File: src/rtl/ravenoc_pkg.sv
// rtl/ravenoc_pkg.sv - shared flit types, arbiter state and default sizes for the router output port
package ravenoc_pkg;

    localparam int FLIT_W  = 34;
    localparam int N_PORTS = 5;
    localparam int CNT_W   = 16;

    typedef enum logic [1:0] {
        HEAD      = 2'b00,
        BODY      = 2'b01,
        TAIL      = 2'b10,
        HEAD_TAIL = 2'b11
    } flit_type_t;

    typedef enum logic {
        ARB_IDLE   = 1'b0,
        ARB_LOCKED = 1'b1
    } arb_state_t;

    function automatic logic is_head(input logic [1:0] t);
        return (t == HEAD) || (t == HEAD_TAIL);
    endfunction

endpackage

File: src/rtl/rr_arbiter.sv
// rtl/rr_arbiter.sv - combinational round-robin arbiter: first requester at or after ptr wins
module rr_arbiter #(
    parameter int N     = 5,
    parameter int PTR_W = (N > 1) ? $clog2(N) : 1
) (
    input  logic [N-1:0]     req,
    input  logic [PTR_W-1:0] ptr,
    output logic [N-1:0]     grant
);

    always_comb begin
        logic             found;
        logic [PTR_W-1:0] idx;
        grant = '0;
        found = 1'b0;
        idx   = '0;
        for (int i = 0; i < N; i++) begin
            idx = PTR_W'((int'(ptr) + i) % N);
            if (!found && req[idx]) begin
                grant[idx] = 1'b1;
                found      = 1'b1;
            end
        end
    end

endmodule

File: src/rtl/output_arbiter_wh.sv
// rtl/output_arbiter_wh.sv - wormhole output-port arbiter with registered output stage
// Optional per-port packet counters enabled by defining OUT_ARB_STATS_EN.
module output_arbiter_wh #(
    parameter int FLIT_W  = ravenoc_pkg::FLIT_W,
    parameter int N_PORTS = ravenoc_pkg::N_PORTS,
    parameter int CNT_W   = ravenoc_pkg::CNT_W
) (
    input  logic                       clk,
    input  logic                       arst,
    input  logic [N_PORTS-1:0]         req_i,
    input  logic [N_PORTS*FLIT_W-1:0]  flit_i,
    input  logic [N_PORTS-1:0]         valid_i,
    output logic [N_PORTS-1:0]         ready_o,
    output logic [FLIT_W-1:0]          flit_o,
    output logic                       valid_o,
    input  logic                       ready_i,
    output logic [N_PORTS*CNT_W-1:0]   pkt_cnt_o
);
    import ravenoc_pkg::*;

    localparam int PTR_W = (N_PORTS > 1) ? $clog2(N_PORTS) : 1;

    arb_state_t          state_q, state_d;
    logic [PTR_W-1:0]    ptr_q, ptr_d;
    logic [PTR_W-1:0]    lock_q, lock_d;
    logic [PTR_W-1:0]    win_idx;
    logic [N_PORTS-1:0]  eligible, rr_grant, grant;
    logic [FLIT_W-1:0]   sel_flit;
    logic [1:0]          sel_type;
    logic                load_ok, xfer_in;

    function automatic logic [PTR_W-1:0] next_port(input logic [PTR_W-1:0] x);
        return (x == PTR_W'(N_PORTS - 1)) ? '0 : x + 1'b1;
    endfunction

    always_comb begin
        eligible = '0;
        for (int p = 0; p < N_PORTS; p++) begin
            eligible[p] = req_i[p] & valid_i[p] & is_head(flit_i[p*FLIT_W + FLIT_W - 2 +: 2]);
        end
    end

    rr_arbiter #(.N(N_PORTS), .PTR_W(PTR_W)) u_rr (
        .req   (eligible),
        .ptr   (ptr_q),
        .grant (rr_grant)
    );

    // While a packet is in flight only its source may move; nobody else is even considered.
    always_comb begin
        grant = '0;
        if (state_q == ARB_LOCKED) begin
            grant[lock_q] = 1'b1;
        end else begin
            grant = rr_grant;
        end
    end

    assign load_ok = !valid_o || ready_i;
    assign ready_o = arst ? '0 : (grant & {N_PORTS{load_ok}});
    assign xfer_in = |(valid_i & ready_o);

    always_comb begin
        win_idx  = '0;
        sel_flit = '0;
        for (int p = 0; p < N_PORTS; p++) begin
            if (grant[p]) begin
                win_idx  = PTR_W'(p);
                sel_flit = flit_i[p*FLIT_W +: FLIT_W];
            end
        end
    end

    assign sel_type = sel_flit[FLIT_W-1 -: 2];

    always_comb begin
        state_d = state_q;
        ptr_d   = ptr_q;
        lock_d  = lock_q;
        case (state_q)
            ARB_IDLE: begin
                if (xfer_in) begin
                    if (sel_type == HEAD) begin
                        state_d = ARB_LOCKED;
                        lock_d  = win_idx;
                    end else begin
                        ptr_d = next_port(win_idx);
                    end
                end
            end
            ARB_LOCKED: begin
                if (xfer_in && (sel_type == TAIL)) begin
                    state_d = ARB_IDLE;
                    ptr_d   = next_port(lock_q);
                end
            end
            default: state_d = ARB_IDLE;
        endcase
    end

    always_ff @(posedge clk) begin
        if (arst) begin
            state_q <= ARB_IDLE;
            ptr_q   <= '0;
            lock_q  <= '0;
            valid_o <= 1'b0;
            flit_o  <= '0;
        end else begin
            state_q <= state_d;
            ptr_q   <= ptr_d;
            lock_q  <= lock_d;
            if (xfer_in) begin
                flit_o  <= sel_flit;
                valid_o <= 1'b1;
            end else if (ready_i) begin
                valid_o <= 1'b0;
            end
        end
    end

    // A new head from the locked port means the upstream lost a tail; it is forwarded regardless.
    assert property (@(posedge clk) disable iff (arst)
        !((state_q == ARB_LOCKED) && xfer_in && is_head(sel_type)));

`ifdef OUT_ARB_STATS_EN
    logic [CNT_W-1:0] cnt_q [N_PORTS];

    always_ff @(posedge clk) begin
        if (arst) begin
            for (int p = 0; p < N_PORTS; p++) begin
                cnt_q[p] <= '0;
            end
        end else if (xfer_in && sel_type[1]) begin
            if (cnt_q[win_idx] != '1) begin
                cnt_q[win_idx] <= cnt_q[win_idx] + CNT_W'(1);
            end
        end
    end

    for (genvar g = 0; g < N_PORTS; g++) begin : g_cnt
        assign pkt_cnt_o[g*CNT_W +: CNT_W] = cnt_q[g];
    end
`else
    assign pkt_cnt_o = '0;
`endif

endmodule

File: config.mk
export PLATFORM = sky130hd
export DESIGN_NAME = output_arbiter_wh
export DESIGN_NICKNAME = d
export VERILOG_FILES = /design/src/rtl/ravenoc_pkg.sv /design/src/rtl/rr_arbiter.sv /design/src/rtl/output_arbiter_wh.sv
export SDC_FILE = /design/constraint.sdc
export NUM_CORES = 1
export LEC_CHECK = 0
export BUFFER_PORTS_ARGS = -buffer_cell sky130_fd_sc_hd__buf_4
export CELL_PAD_IN_SITES_DETAIL_PLACEMENT = 1
export CELL_PAD_IN_SITES_GLOBAL_PLACEMENT = 1
export CORE_ASPECT_RATIO = 0.6
export CORE_MARGIN = 1
export CORE_UTILIZATION = 32
export CTS_CLUSTER_DIAMETER = 200
export DETAILED_ROUTE_END_ITERATION = 8
export PLACE_DENSITY = 0.8
export SLEW_MARGIN = 30
export SYNTH_ARGS = -nofsm -noshare
export SYNTH_HDL_FRONTEND = slang
export SYNTH_SLANG_ARGS = --single-unit
File: constraint.sdc
create_clock -name clk -period 6.3 [get_ports clk]
set_input_delay 1.26 -clock clk [delete_from_list [all_inputs] [get_ports clk]]
set_output_delay 1.26 -clock clk [all_outputs]
set_load 0.02 [all_outputs]
Word-level counts from Yosys, hierarchy flattened
Index checks and enable logic that the tools add are counted.
{"block": "op_classes", "muxes": 54, "reduce_logical": 32, "addsub": 6, "n_lt_le_gt_ge": 12, "div": 5, "n_eq_ne": 11, "bitwise": 17}
{"cell": "$mux W34", "count": 5}
{"cell": "$mod A32 B4 Y32 const B", "count": 4}
{"cell": "$mux W5", "count": 7}
{"cell": "$mod A4 B4 Y32 const B", "count": 1}
{"cell": "$lt A3 B4 Y1 const B", "count": 6}
{"cell": "$mux W3", "count": 8}
{"cell": "$mux W1", "count": 21}
{"cell": "$or A5 B5 Y5", "count": 4}
{"cell": "$demux W1 S3", "count": 6}
{"cell": "$ge A3 B1 Y1 const B", "count": 6}
{"cell": "$bmux W1 S3", "count": 5}
{"cell": "$eq A2 B2 Y1 const B", "count": 6}
{"cell": "$logic_not A2 Y1", "count": 6}
{"cell": "$logic_and A1 B1 Y1", "count": 11}
{"cell": "$and A1 B1 Y1", "count": 10}
{"cell": "$and A5 B5 Y5", "count": 2}
{"cell": "$add A3 B2 Y4 const B", "count": 2}
{"cell": "$add A3 B1 Y3 const B", "count": 2}
{"cell": "$eq A3 B3 Y1 const B", "count": 2}
{"cell": "$logic_or A1 B1 Y1", "count": 6}
{"cell": "$pmux W3 S2", "count": 1}
{"cell": "$reduce_and A3 Y1", "count": 2}
{"cell": "$logic_not A1 Y1", "count": 5}
{"cell": "$reduce_or A5 Y1", "count": 1}
{"cell": "7 further kinds", "count": 8}
{"block": "word_totals", "ff_bits": 42, "out_inout_bits": 120, "elab_cells": 142, "inputBits": 183}

Logic depth before layout (Yosys ltp)
Gate-level depths: netlist of run 1.
{"block": "depth", "ltp_word": 28, "ltp_mapped": 28, "mapped_depth_nobuf": 23}

Hierarchy
Synthesis of run 1 repeated with hierarchy kept, for this count alone.
{"block": "unflattened", "hier_cells": 749, "area_unflattened_um2": 5649.2}
{"mod": "output_arbiter_wh", "area_per_inst_um2": 3646.0, "n_inst": 1, "cells_per_inst": 475, "seq_area_each_um2": 840.8}
{"mod": "rr_arbiter", "area_per_inst_um2": 2003.2, "n_inst": 1, "cells_per_inst": 274, "seq_area_each_um2": 0.0}

Least setup slack after synthesis of run 1
No wires, ideal clock.
{"block": "synth_timing", "path_kind": "flip-flop to output port", "start": "register ptr_q[0]", "end": "output ready_o[2]", "t_required_ps": 5040, "arrival_time_ps": 4845, "n_path_buf": 5, "path_slack_ps": 195, "path_stages_with_launch": 26, "path_cell_list": "dfxtp_1 -> clkinv_1 -> clkbuf_1 -> ha_1 -> buf_6 -> xnor2_2 -> inv_2 -> ha_1 -> or2_1 -> o211ai_1 -> and2_2 -> inv_2 -> ha_1 -> nand2b_1 -> o2111ai_1 -> and3_1 -> buf_2 -> nor2_1 -> a311o_1 -> or3_1 -> o211ai_2 -> a22o_4 -> buf_6 -> buf_2 -> inv_1 -> nor2_1"}
{"block": "synth_between", "elab_chain_cells": 19, "elab_cells_between_ends": 68, "classes_between": "4 x add/sub; 5 x div; 10 x order compare; 31 x mux; 5 x bitwise; 13 x reduce/logical"}
{"element": "from (decl)", "line_no": "output_arbiter_wh.sv:24", "rtl": "logic [PTR_W-1:0] ptr_q, ptr_d;"}
{"element": "from (signal assigned)", "line_no": "output_arbiter_wh.sv:110", "rtl": "ptr_q <= ptr_d;"}
{"element": "parallel branches: the longest is 15 deep, another holds $mod A32 B4 Y32"}
{"element": "$mux W5 (*)", "line_no": "rr_arbiter.sv:19", "rtl": "if (!found && req[idx]) begin"}
{"element": "$mux W5 (*)", "line_no": "output_arbiter_wh.sv:52", "rtl": "if (state_q == ARB_LOCKED) begin"}
{"element": "$and A5 B5 Y5 (*)", "line_no": "output_arbiter_wh.sv:60", "rtl": "assign ready_o = arst ? '0 : (grant & {N_PORTS{load_ok}});"}
{"element": "$mux W5 (*)", "line_no": "output_arbiter_wh.sv:60"}
{"element": "to (decl)", "line_no": "output_arbiter_wh.sv:13", "rtl": "output logic [N_PORTS-1:0] ready_o,"}
Every way passes the cells marked *. The select of a mux whose other input is x is not followed.

Worst setup path after layout of run 1
{"block": "layout_timing", "start": "register ptr_q[0]", "end": "output ready_o[3]"}
The elaborated chain is that of the path after synthesis.

==> results of run 1 <==
[worst max-delay path, delay by kind of cell (launching register included)]
family / cells / cell delay [ps]
and+or+nand+nor: 6 / 1290
DFF: 1 / 350
AOI/OAI and AO/OA: 4 / 1140
adders and majority gates: 3 / 740
xor gates and xnor gates: 1 / 220
buffers and inverters: 3 / 480
muxes: 1 / 250
[kinds of logic after synthesis]
kind of cell    share of synthesized area [%]
other cells                           0.06776
mux                                     3.007
fa+ha+maj                               6.014
simple gates                            22.22
compound gates                          34.03
xor+xnor                                2.171
buf+inv                                 17.30
flops                                   15.19
[report_power, final]
| group | leakage (nW) | switching (mW) | internal [mW] |
|---|---|---|---|
| Clock | 0.0694 | 0.109 | 0.143 |
| Sequential | 0.344 | 0.0580 | 0.364 |
| Combinational | 2.81 | 2.45 | 1.45 |
| Total | 3.23 | 2.62 | 1.96 |
[cells in the final DEF, fill, tap and decap left out, types with 7 or more instances in the layout]
cell type and n:
buf_4 242, nor2_1 87, conb_1 80, a21oi_1 52, dfxtp_1 42, a222oi_1 32, a211oi_2 29, nor3_2 28
ha_1 25, inv_1 22, nand2_1 19, nand3_1 18, o21ai_0 14, nor3_1 13, a211oi_1 13, and3_1 8
a31oi_1 8, nand2b_1 7, xnor2_1 7
[worst paths after layout]
| kind | endpoint | depth (start not counted) | slack (ps) | from |
|---|---|---|---|---|
| min reg2reg | flit_o[33] | 2 | 460 | flit_o[33] |
| max | ready_o[3] | 18 | 290 | ptr_q[0] |
| max reg2reg | state_q | 23 | 650 | ptr_q[0] |
| min | flit_o[33] | 2 | 460 | flit_o[33] |
[final cells by class]
cell class | instances | share of cell area [%]
clock buffers | 5 | 1.728
repair buffers | 243 | 25.37
multi-input cells | 578 | 55.92
inverters | 25 | 1.296
well taps | 228 | 3.940
clock inverters | 2 | 0.1382
flip-flops and latches | 42 | 11.61
[registers in the layout, summed over array words and instances, names as in the netlist]
| signal | count |
|---|---|
| flit_o | 34 |
| lock_q | 3 |
| ptr_q | 3 |
| state_q | 1 |
| valid_o | 1 |
[routing by layer]
metal	routed length (µm)	vias to the layer above
li1	-	2858
met4	95	0
met5	0	-
met3	2152	8
met1	9699	2889
met2	9415	246
[repair_timing]
action | 4_1_cts | 5_1_grt
gates resized for setup | 0 | 2
setup endpoints to repair | 0 | 1
buffers inserted | 0 | 0
[metrics by stage]
stage,total power [mW],instance area [µm²]
after floorplan,3.344,5831
after detailed placement,4.282,7098
after global placement,4.215,7098
after CTS,4.563,7233
after global routing,4.953,7241
final,4.580,7241
==> results.json, run 1 <==
{
  "antenna_cells": 0,
  "worstPathCellList": "clkinv_1, buf_4, ha_1, nor3_1, nor2_1, xnor2_1, ha_1, fa_1, or4b_1, o211ai_1, mux2_2, nor3_1, o2bb2ai_1, nand3_1, o211a_1, o21a_2, nor2_1, buf_4",
  "clk_latency_ps": 290,
  "die_h_um": 103.9,
  "first_pass_iters": 8,
  "hold_buffers": 0,
  "port_buffers": 222,
  "synth_commonest_cells": "87 x nor2_1, 81 x buf_4, 52 x a21oi_1",
  "hold_viol_final": 0,
  "cts_tree": "done",
  "grt.overflow.total": 0,
  "period_needed_ps": 6011,
  "drive_above_1_share_pct": 38.66,
  "end_kind": "output port",
  "synth_edf_count": 0,
  "dp_hpwl_um": 17430,
  "fmax_mhz": 166.4,
  "met3_usage_pct": 5.213,
  "fillerInstances": 2092,
  "antenna_found_initial": 0,
  "grtUsageTotal_pct": 22.64,
  "dpl.cell_count": 1116,
  "tightest_slew_ps": 760.6,
  "cap_violations": 0,
  "run_status": "complete, no violations",
  "synth_area_leaders": "dfxtp_1 15%, buf_4 11%, a211oi_2 6.6%",
  "instances_no_fill": 1123,
  "syn_inst": 697,
  "groute.layer.met2.usage_pct": 34.93,
  "nNetsFinal": 1104,
  "async_flop_share_pct": 0,
  "synth-seq-cells": 42,
  "grt_max_degree": 44,
  "place_ws_ps": 680.8,
  "utilization_pct": 43.68,
  "synth_cell_types": 89,
  "maxSlewHeadroom_pct": 49.29,
  "final.setup.tns_ps": 0,
  "h-tree-depth": 2,
  "ff_latch_area_um2": 840.8,
  "die_x_um": 171.8,
  "grt_pass1_wl_um": 31650,
  "synth_area_leader_cell": "dfxtp_1",
  "cts_sinks": 42,
  "die_area_mm2": 0.01784,
  "post-route-period-util_pct": 95.41,
  "grt_pass1_vias": 5723,
  "crit_type": "reg -> out",
  "avgViaCountPerCell": 5.344,
  "yosysMostFrequentCell": "nor2_1",
  "cellPowerDensity_mw_per_mm2": 632.5,
  "synth_area_mm2": 0.005534,
  "slowest_delay_ps": 460,
  "grt.busiest_layer": "met2",
  "setup_ws_ps": 288.9,
  "p_leak_nw": 3.228,
  "multi_input_area_mm2": 0.004049,
  "finClkSkew_ps": 5.804,
  "yosysSeqAreaShare_pct": 15.19,
  "coreArea_mm2": 0.01658,
  "startpoint_type": "flip-flop",
  "routabilityCongestion": 0.9841,
  "slowest_stage": "or4b_1",
  "wire_per_inst_um": 19.02,
  "synth.yosys.warnings": 0,
  "drt_iter0_drc": 588,
  "max-vdd-ir-drop_v": 0.0003504,
  "synth_flop_cell": "dfxtp_1",
  "cts_buffers": 5,
  "clk_pin_slew_worst_paths_ps": 60,
  "syn_area_per_cell_um2": 7.940,
  "yosys.area.top_type_share_pct": 15.19,
  "routed-via-count": 6001,
  "fp-row-count": 36,
  "worst-path-max-fanout": 19,
  "start_util_pct": 33.39,
  "root_buffer": "clkbuf_16",
  "use_met1_pct": 32.57,
  "slew_violations": 0,
  "holdWs_ps": 461.5,
  "drcViolationCount": 0,
  "drt_wl_total_um": 21360,
  "setup_viol": 0,
  "ios": 303,
  "rsz0062_at_grt": "false",
  "synthToLayoutAreaGrowth_pct": 30.84,
  "cp.required_ps": 5040,
  "cp_data_arrival_time_ps": 4750,
  "worstHoldPathType": "reg -> reg",
  "cts_max_path_buffers": 2,
  "ant_nets": 0
}
Note: power is estimated with default switching activity, not from simulation.
==> inputs of run 2 (changes only) <==
--- a/config.mk
+++ b/config.mk
@@ -5,15 +5,16 @@
 export SDC_FILE = /design/constraint.sdc
 export NUM_CORES = 1
 export LEC_CHECK = 0
+export ABC_AREA = 1
 export BUFFER_PORTS_ARGS = -buffer_cell sky130_fd_sc_hd__buf_4
 export CELL_PAD_IN_SITES_DETAIL_PLACEMENT = 1
 export CELL_PAD_IN_SITES_GLOBAL_PLACEMENT = 1
 export CORE_ASPECT_RATIO = 0.6
 export CORE_MARGIN = 1
-export CORE_UTILIZATION = 32
+export CORE_UTILIZATION = 29
 export CTS_CLUSTER_DIAMETER = 200
 export DETAILED_ROUTE_END_ITERATION = 8
-export PLACE_DENSITY = 0.8
+export PLACE_DENSITY = 0.81
 export SLEW_MARGIN = 30
 export SYNTH_ARGS = -nofsm -noshare
 export SYNTH_HDL_FRONTEND = slang
==> run 2 against run 1 <==
Global-route usage is 1.1 points lower. Area after synthesis is 8.8% lower. Non-clock buffer count is 12 lower. Final area is 6.4% lower. Via count is 0.83% higher. Routed wire length is 6.8% lower. Sequential power is 3% lower. Largest power group unchanged.
==> results.json, run 2 <==
{
  "multi_input_area_mm2": 0.003473,
  "maxSlewHeadroom_pct": 58.99,
  "grt_pass1_wl_um": 30600,
  "hold_viol_final": 0,
  "port_buffers": 222,
  "drive_above_1_share_pct": 27.11,
  "antenna_found_initial": 0,
  "nNetsFinal": 1263,
  "root_buffer": "clkbuf_16",
  "cts_buffers": 5,
  "final_common_cell": "nand2_1",
  "grt_pass1_vias": 5899,
  "start_util_pct": 30.37,
  "die_x_um": 172.3,
  "yosysMostFrequentCell": "nand2_1",
  "slowest_delay_ps": 440,
  "r2r_end": "flit_o[17]",
  "setup_viol": 0,
  "cp.required_ps": 5040,
  "most-common-layout-cells": "278 x nand2_1, 231 x buf_4, 80 x conb_1",
  "drt_iter0_drc": 423,
  "hold_depth": 2,
  "slowest_stage": "ha_2",
  "synth_edf_count": 0,
  "ant_nets": 0,
  "cts_sinks": 42,
  "cap_violations": 0,
  "hp-start": "flit_o[33]",
  "drt_wl_total_um": 19900,
  "period_needed_ps": 5794,
  "routed-via-count": 6051,
  "grt.overflow.total": 0,
  "reg2reg_depth": 32,
  "yosysSeqAreaShare_pct": 16.65,
  "worst-path-max-fanout": 16,
  "grt_max_degree": 66,
  "async_flop_share_pct": 0,
  "hold_buffers": 0,
  "routabilityCongestion": 0.9227,
  "ios": 303,
  "synth_cell_types": 42,
  "coreArea_mm2": 0.01662,
  "cp_data_arrival_time_ps": 4530,
  "synth_area_leaders": "nand2_1 21%, dfxtp_1 17%, buf_4 12%",
  "largest_register_ff_count": 34,
  "r2r_slack_ps": 830,
  "fp-row-count": 36,
  "wire_per_inst_um": 15.51,
  "slew_violations": 0,
  "reg2reg_from": "ptr_q[0]",
  "path_common_cell": "nand2_1",
  "ff_latch_area_um2": 840.8,
  "die_area_mm2": 0.01796,
  "die_h_um": 104.2,
  "clk_pin_slew_worst_paths_ps": 60,
  "startpoint_type": "flip-flop",
  "first_pass_iters": 5,
  "h-tree-depth": 2,
  "largest-register": "flit_o",
  "hold_end": "flit_o[33]",
  "avgViaCountPerCell": 4.716,
  "worst_setup_path_startpoint": "ptr_q[0]",
  "end_kind": "output port",
  "cts_tree": "done",
  "rsz0062_at_grt": "false",
  "worstHoldPathType": "reg -> reg",
  "syn_area_per_cell_um2": 5.961,
  "synth-seq-cells": 42,
  "cts_max_path_buffers": 2,
  "synth_flop_cell": "dfxtp_1",
  "synthToLayoutAreaGrowth_pct": 34.18,
  "antenna_cells": 0,
  "holdWs_ps": 489.4,
  "run_status": "complete, no violations",
  "fillerInstances": 2306,
  "grtUsageTotal_pct": 21.54,
  "synth_commonest_cells": "278 x nand2_1, 83 x buf_4, 63 x nand3_1",
  "synth.yosys.warnings": 0,
  "crit_type": "reg -> out",
  "post-route-period-util_pct": 91.97,
  "max-vdd-ir-drop_v": 0.0004065,
  "final.setup.tns_ps": 0,
  "reg_top3": "flit_o (34), lock_q (3), ptr_q (3)",
  "dp_hpwl_um": 16650,
  "tightest_slew_ps": 615.2,
  "fmax_mhz": 172.6,
  "finClkSkew_ps": 7.021,
  "synth_area_mm2": 0.005049,
  "p_leak_nw": 3.692,
  "cellPowerDensity_mw_per_mm2": 486.1,
  "synth_area_leader_cell": "nand2_1",
  "syn_inst": 847,
  "drcViolationCount": 0,
  "yosys.area.top_type_share_pct": 20.67,
  "clk_latency_ps": 290
}
## run 2: cell types whose count changed after synthesis, moves of 28 or more
| cell | change |
|---|---|
| a222oi_1 | -32 |
| nand4_1 | +28 |
| inv_1 | +39 |
| nand2_1 | +259 |
| nand3_1 | +45 |
| a211oi_2 | -29 |
## run 2: critical path, delay by kind of cell, from the launching register on
| kind | cells | cell delay (ps) |
|---|---|---|
| adders and majority gates | 3 | 860 |
| buffers and inverters | 6 | 840 |
| xor gates and xnor gates | 1 | 260 |
| AOI/OAI and AO/OA | 1 | 210 |
| DFF | 1 | 310 |
| and+or+nand+nor | 15 | 1770 |
## run 2: how the worst max path moves through the flow
stage / end / slack (ps)
after floorplan: ready_o[4] / 930
after global placement: ready_o[4] / 850
after detailed placement: ready_o[1] / 650
after CTS: ready_o[4] / 360
after global routing: ready_o[1] / 20
final: ready_o[3] / 510
## run 2: cells by family (layout without fill, tap and decap cells)
family,Yosys count,count (layout),share of synthesized area (%)
AND/OR/NAND/NOR,471,471,40.67
buffers and inverters,184,313,20.47
AO/OA/AOI/OAI,116,116,14.18
flip-flops,42,42,16.65
adder cells (fa/ha/maj),26,26,6.592
XOR/XNOR,7,7,1.363
other,1,80,0.07428
## run 2: repair_timing
action / 4_1_cts / 5_1_grt
hold endpoints to repair: 0 / 0
endpoints found under the setup margin: 0 / 5
gates resized for setup: 0 / 2
buffers inserted: 0 / 0
## run 2: report_power, final
part | total [mW] | switching (mW) | internal, mW
combinational | 2.59 | 1.77 | 0.825
clock | 0.293 | 0.106 | 0.188
sequential | 0.409 | 0.0605 | 0.348
total | 3.29 | 1.93 | 1.36
## run 2: stage by stage
stage	utilization, %	power [mW]	cells	cell area, µm²	setup slack (ps)
detailed placement	39.76	2.979	1275	6609	654.7
finish	40.76	3.293	1283	6774	505.7
global placement	39.76	2.933	1275	6609	847.9
global route	40.76	3.631	1283	6774	19.18
CTS	40.74	3.286	1283	6771	362.7
floorplan	-	2.249	926	5345	933.6
## run 2: layout make-up
| cell class | instances | area share [%] |
|---|---|---|
| well taps | 228 | 4.211 |
| repair buffers | 231 | 25.60 |
| inverters | 74 | 4.100 |
| clock inverters | 1 | 0.4433 |
| flip-flops and latches | 42 | 12.41 |
| clock buffers | 7 | 1.958 |
| multi-input cells | 700 | 51.27 |
## run 2: layer usage
layer,GRT usage (%),vias up,wire length (µm)
li1,-,3009,-
met1,29.47,2840,9273
met2,33.93,196,8783
met3,6.202,6,1696
met4,2.845,0,150
met5,0,-,0
==> inputs of run 3 (changes only) <==
--- a/config.mk
+++ b/config.mk
@@ -6,15 +6,15 @@
 export NUM_CORES = 1
 export LEC_CHECK = 0
 export ABC_AREA = 1
-export BUFFER_PORTS_ARGS = -buffer_cell sky130_fd_sc_hd__buf_4
 export CELL_PAD_IN_SITES_DETAIL_PLACEMENT = 1
 export CELL_PAD_IN_SITES_GLOBAL_PLACEMENT = 1
 export CORE_ASPECT_RATIO = 0.6
 export CORE_MARGIN = 1
-export CORE_UTILIZATION = 29
+export CORE_UTILIZATION = 42
 export CTS_CLUSTER_DIAMETER = 200
 export DETAILED_ROUTE_END_ITERATION = 8
-export PLACE_DENSITY = 0.81
+export DONT_BUFFER_PORTS = 1
+export PLACE_DENSITY = 0.79
 export SLEW_MARGIN = 30
 export SYNTH_ARGS = -nofsm -noshare
 export SYNTH_HDL_FRONTEND = slang
==> run 3 against run 2 <==
Global-route usage rose by 6.6 points. Sequential share of layout area rose by 4.2 points. Register-to-register slack got worse by 120 ps. Count of clock-buffer cells in the layout fell by 2. Critical path depth rose by 5.
==> results.json, run 3 (same netlist as run 2, synthesis figures left out) <==
{
  "end_kind": "output port",
  "clk_latency_ps": 290,
  "start_util_pct": 43.95,
  "ant_nets": 0,
  "first_pass_iters": 5,
  "ff_latch_area_um2": 842.1,
  "setup_viol": 0,
  "nNetsFinal": 1043,
  "period_needed_ps": 5746,
  "most-common-layout-cells": "278 x nand2_1, 80 x conb_1, 63 x nand3_1",
  "cap_violations": 0,
  "dp_hpwl_um": 15380,
  "cts_sinks": 42,
  "synthToLayoutAreaGrowth_pct": 0.1240,
  "worst-path-max-fanout": 7,
  "grt_pass1_wl_um": 26480,
  "die_area_mm2": 0.01248,
  "finClkSkew_ps": 8.014,
  "drt_iter0_drc": 321,
  "root_buffer": "clkbuf_16",
  "hold_viol_final": 0,
  "die_x_um": 143.5,
  "multi_input_area_mm2": 0.003483,
  "largest_register_ff_count": 34,
  "crit_type": "reg -> out",
  "grt_max_degree": 40,
  "hold_buffers": 0,
  "cts_max_path_buffers": 2,
  "slowest_stage": "dfxtp_2",
  "port_buffers": 0,
  "coreArea_mm2": 0.01149,
  "rsz0062_at_grt": "false",
  "slowest_delay_ps": 440,
  "startpoint_type": "flip-flop",
  "maxSlewHeadroom_pct": 57.26,
  "slew_violations": 0,
  "reg_top3": "flit_o (34), lock_q (3), ptr_q (3)",
  "final_common_cell": "nand2_1",
  "tightest_slew_ps": 640.2,
  "cp_data_arrival_time_ps": 4490,
  "antenna_found_initial": 0,
  "power_mw": 3.105,
  "grtUsageTotal_pct": 28.10,
  "avgViaCountPerCell": 5.457,
  "worstHoldPathType": "reg -> reg",
  "antenna_cells": 0,
  "largest-register": "flit_o",
  "path_common_cell": "nand2_1",
  "fillerInstances": 1667,
  "fp-row-count": 30,
  "cts_tree": "done",
  "drcViolationCount": 0,
  "drt_wl_total_um": 18620,
  "p_leak_nw": 2.617,
  "grt.overflow.total": 0,
  "drive_above_1_share_pct": 8.743,
  "max-vdd-ir-drop_v": 0.0002156,
  "cellPowerDensity_mw_per_mm2": 614.3,
  "routabilityCongestion": 0.8881,
  "h-tree-depth": 2,
  "ios": 303,
  "fmax_mhz": 174.0,
  "final.setup.tns_ps": 0,
  "wire_per_inst_um": 18.72,
  "post-route-period-util_pct": 91.21,
  "clk_pin_slew_worst_paths_ps": 60,
  "die_h_um": 86.93,
  "cts_buffers": 5,
  "grt_pass1_vias": 4935,
  "cp.required_ps": 5040,
  "run_status": "complete, no violations",
  "routed-via-count": 5430
}
==> run 3: cell count changes in the layout (fill, tap and decap cells not counted), sizes merged <==
| cell | previous run | this run |
|---|---|---|
| buf | 231 | 11 |
| clkbuf | 7 | 5 |
| clkinv | 0 | 2 |
| clkinvlp | 0 | 1 |
| inv | 74 | 73 |
==> run 3: area by class of cell <==
cell class                      count  share of cell area [%]
Clock buffer                        5                   2.475
Clock inverter                      3                  0.7921
Inverter                           74                   5.569
Multi-Input combinational cell    700                   68.91
Sequential cell                    42                   16.66
Tap cell                          160                   3.960
Timing Repair Buffer               11                   1.634
==> run 3: report_power, final <==
part	internal [mW]	switching (mW)
Sequential	0.349	0.141
Clock	0.186	0.109
Combinational	0.684	1.64
==> run 3: metrics by stage <==
stage | setup WS (ps) | cells | utilization, % | hold slack, ps | instance area, µm²
after detailed placement | 616.4 | 984 | 42.22 | 542.2 | 4850
after floorplan | 933.6 | 926 | - | 494.5 | 5345
after global routing | 125.5 | 995 | 44.01 | 585.5 | 5055
after global placement | 881.7 | 984 | 42.22 | 512.5 | 4850
after CTS | 294.5 | 992 | 43.66 | 551.1 | 5015
final | 554.0 | 995 | 44.01 | 549.7 | 5055
==> run 3: path summary, 6_finish.rpt <==
path                     end       from  cells after the start  slack (ps)
hold reg to reg    lock_q[1]  lock_q[1]                      2         550
setup reg to reg    ptr_q[1]   ptr_q[1]                     39         710
setup / recovery  ready_o[4]   ptr_q[1]                     31         550
hold / removal     lock_q[1]  lock_q[1]                      2         550
==> run 3: metal layers <==
layer,GRT usage [%],part of all wire [%],vias to the layer above
li1,-,-,2579
met1,36.98,43,2605
met2,47.97,47,228
met3,6.212,8.3,18
met4,4.159,0.97,0
met5,0,0,-
==> run 3: repair_timing <==
item	4_1_cts	5_1_grt
setup endpoints to repair	0	13
resized for setup	0	6
buffers inserted	0	3
==> run 3: worst max-delay path, delay by kind of cell, from the launching register on <==
family | cells | cell delay, ps
buf+inv | 6 | 560
xor+xnor | 1 | 250
simple gates | 21 | 2270
flops | 1 | 440
fa+ha+maj | 3 | 650
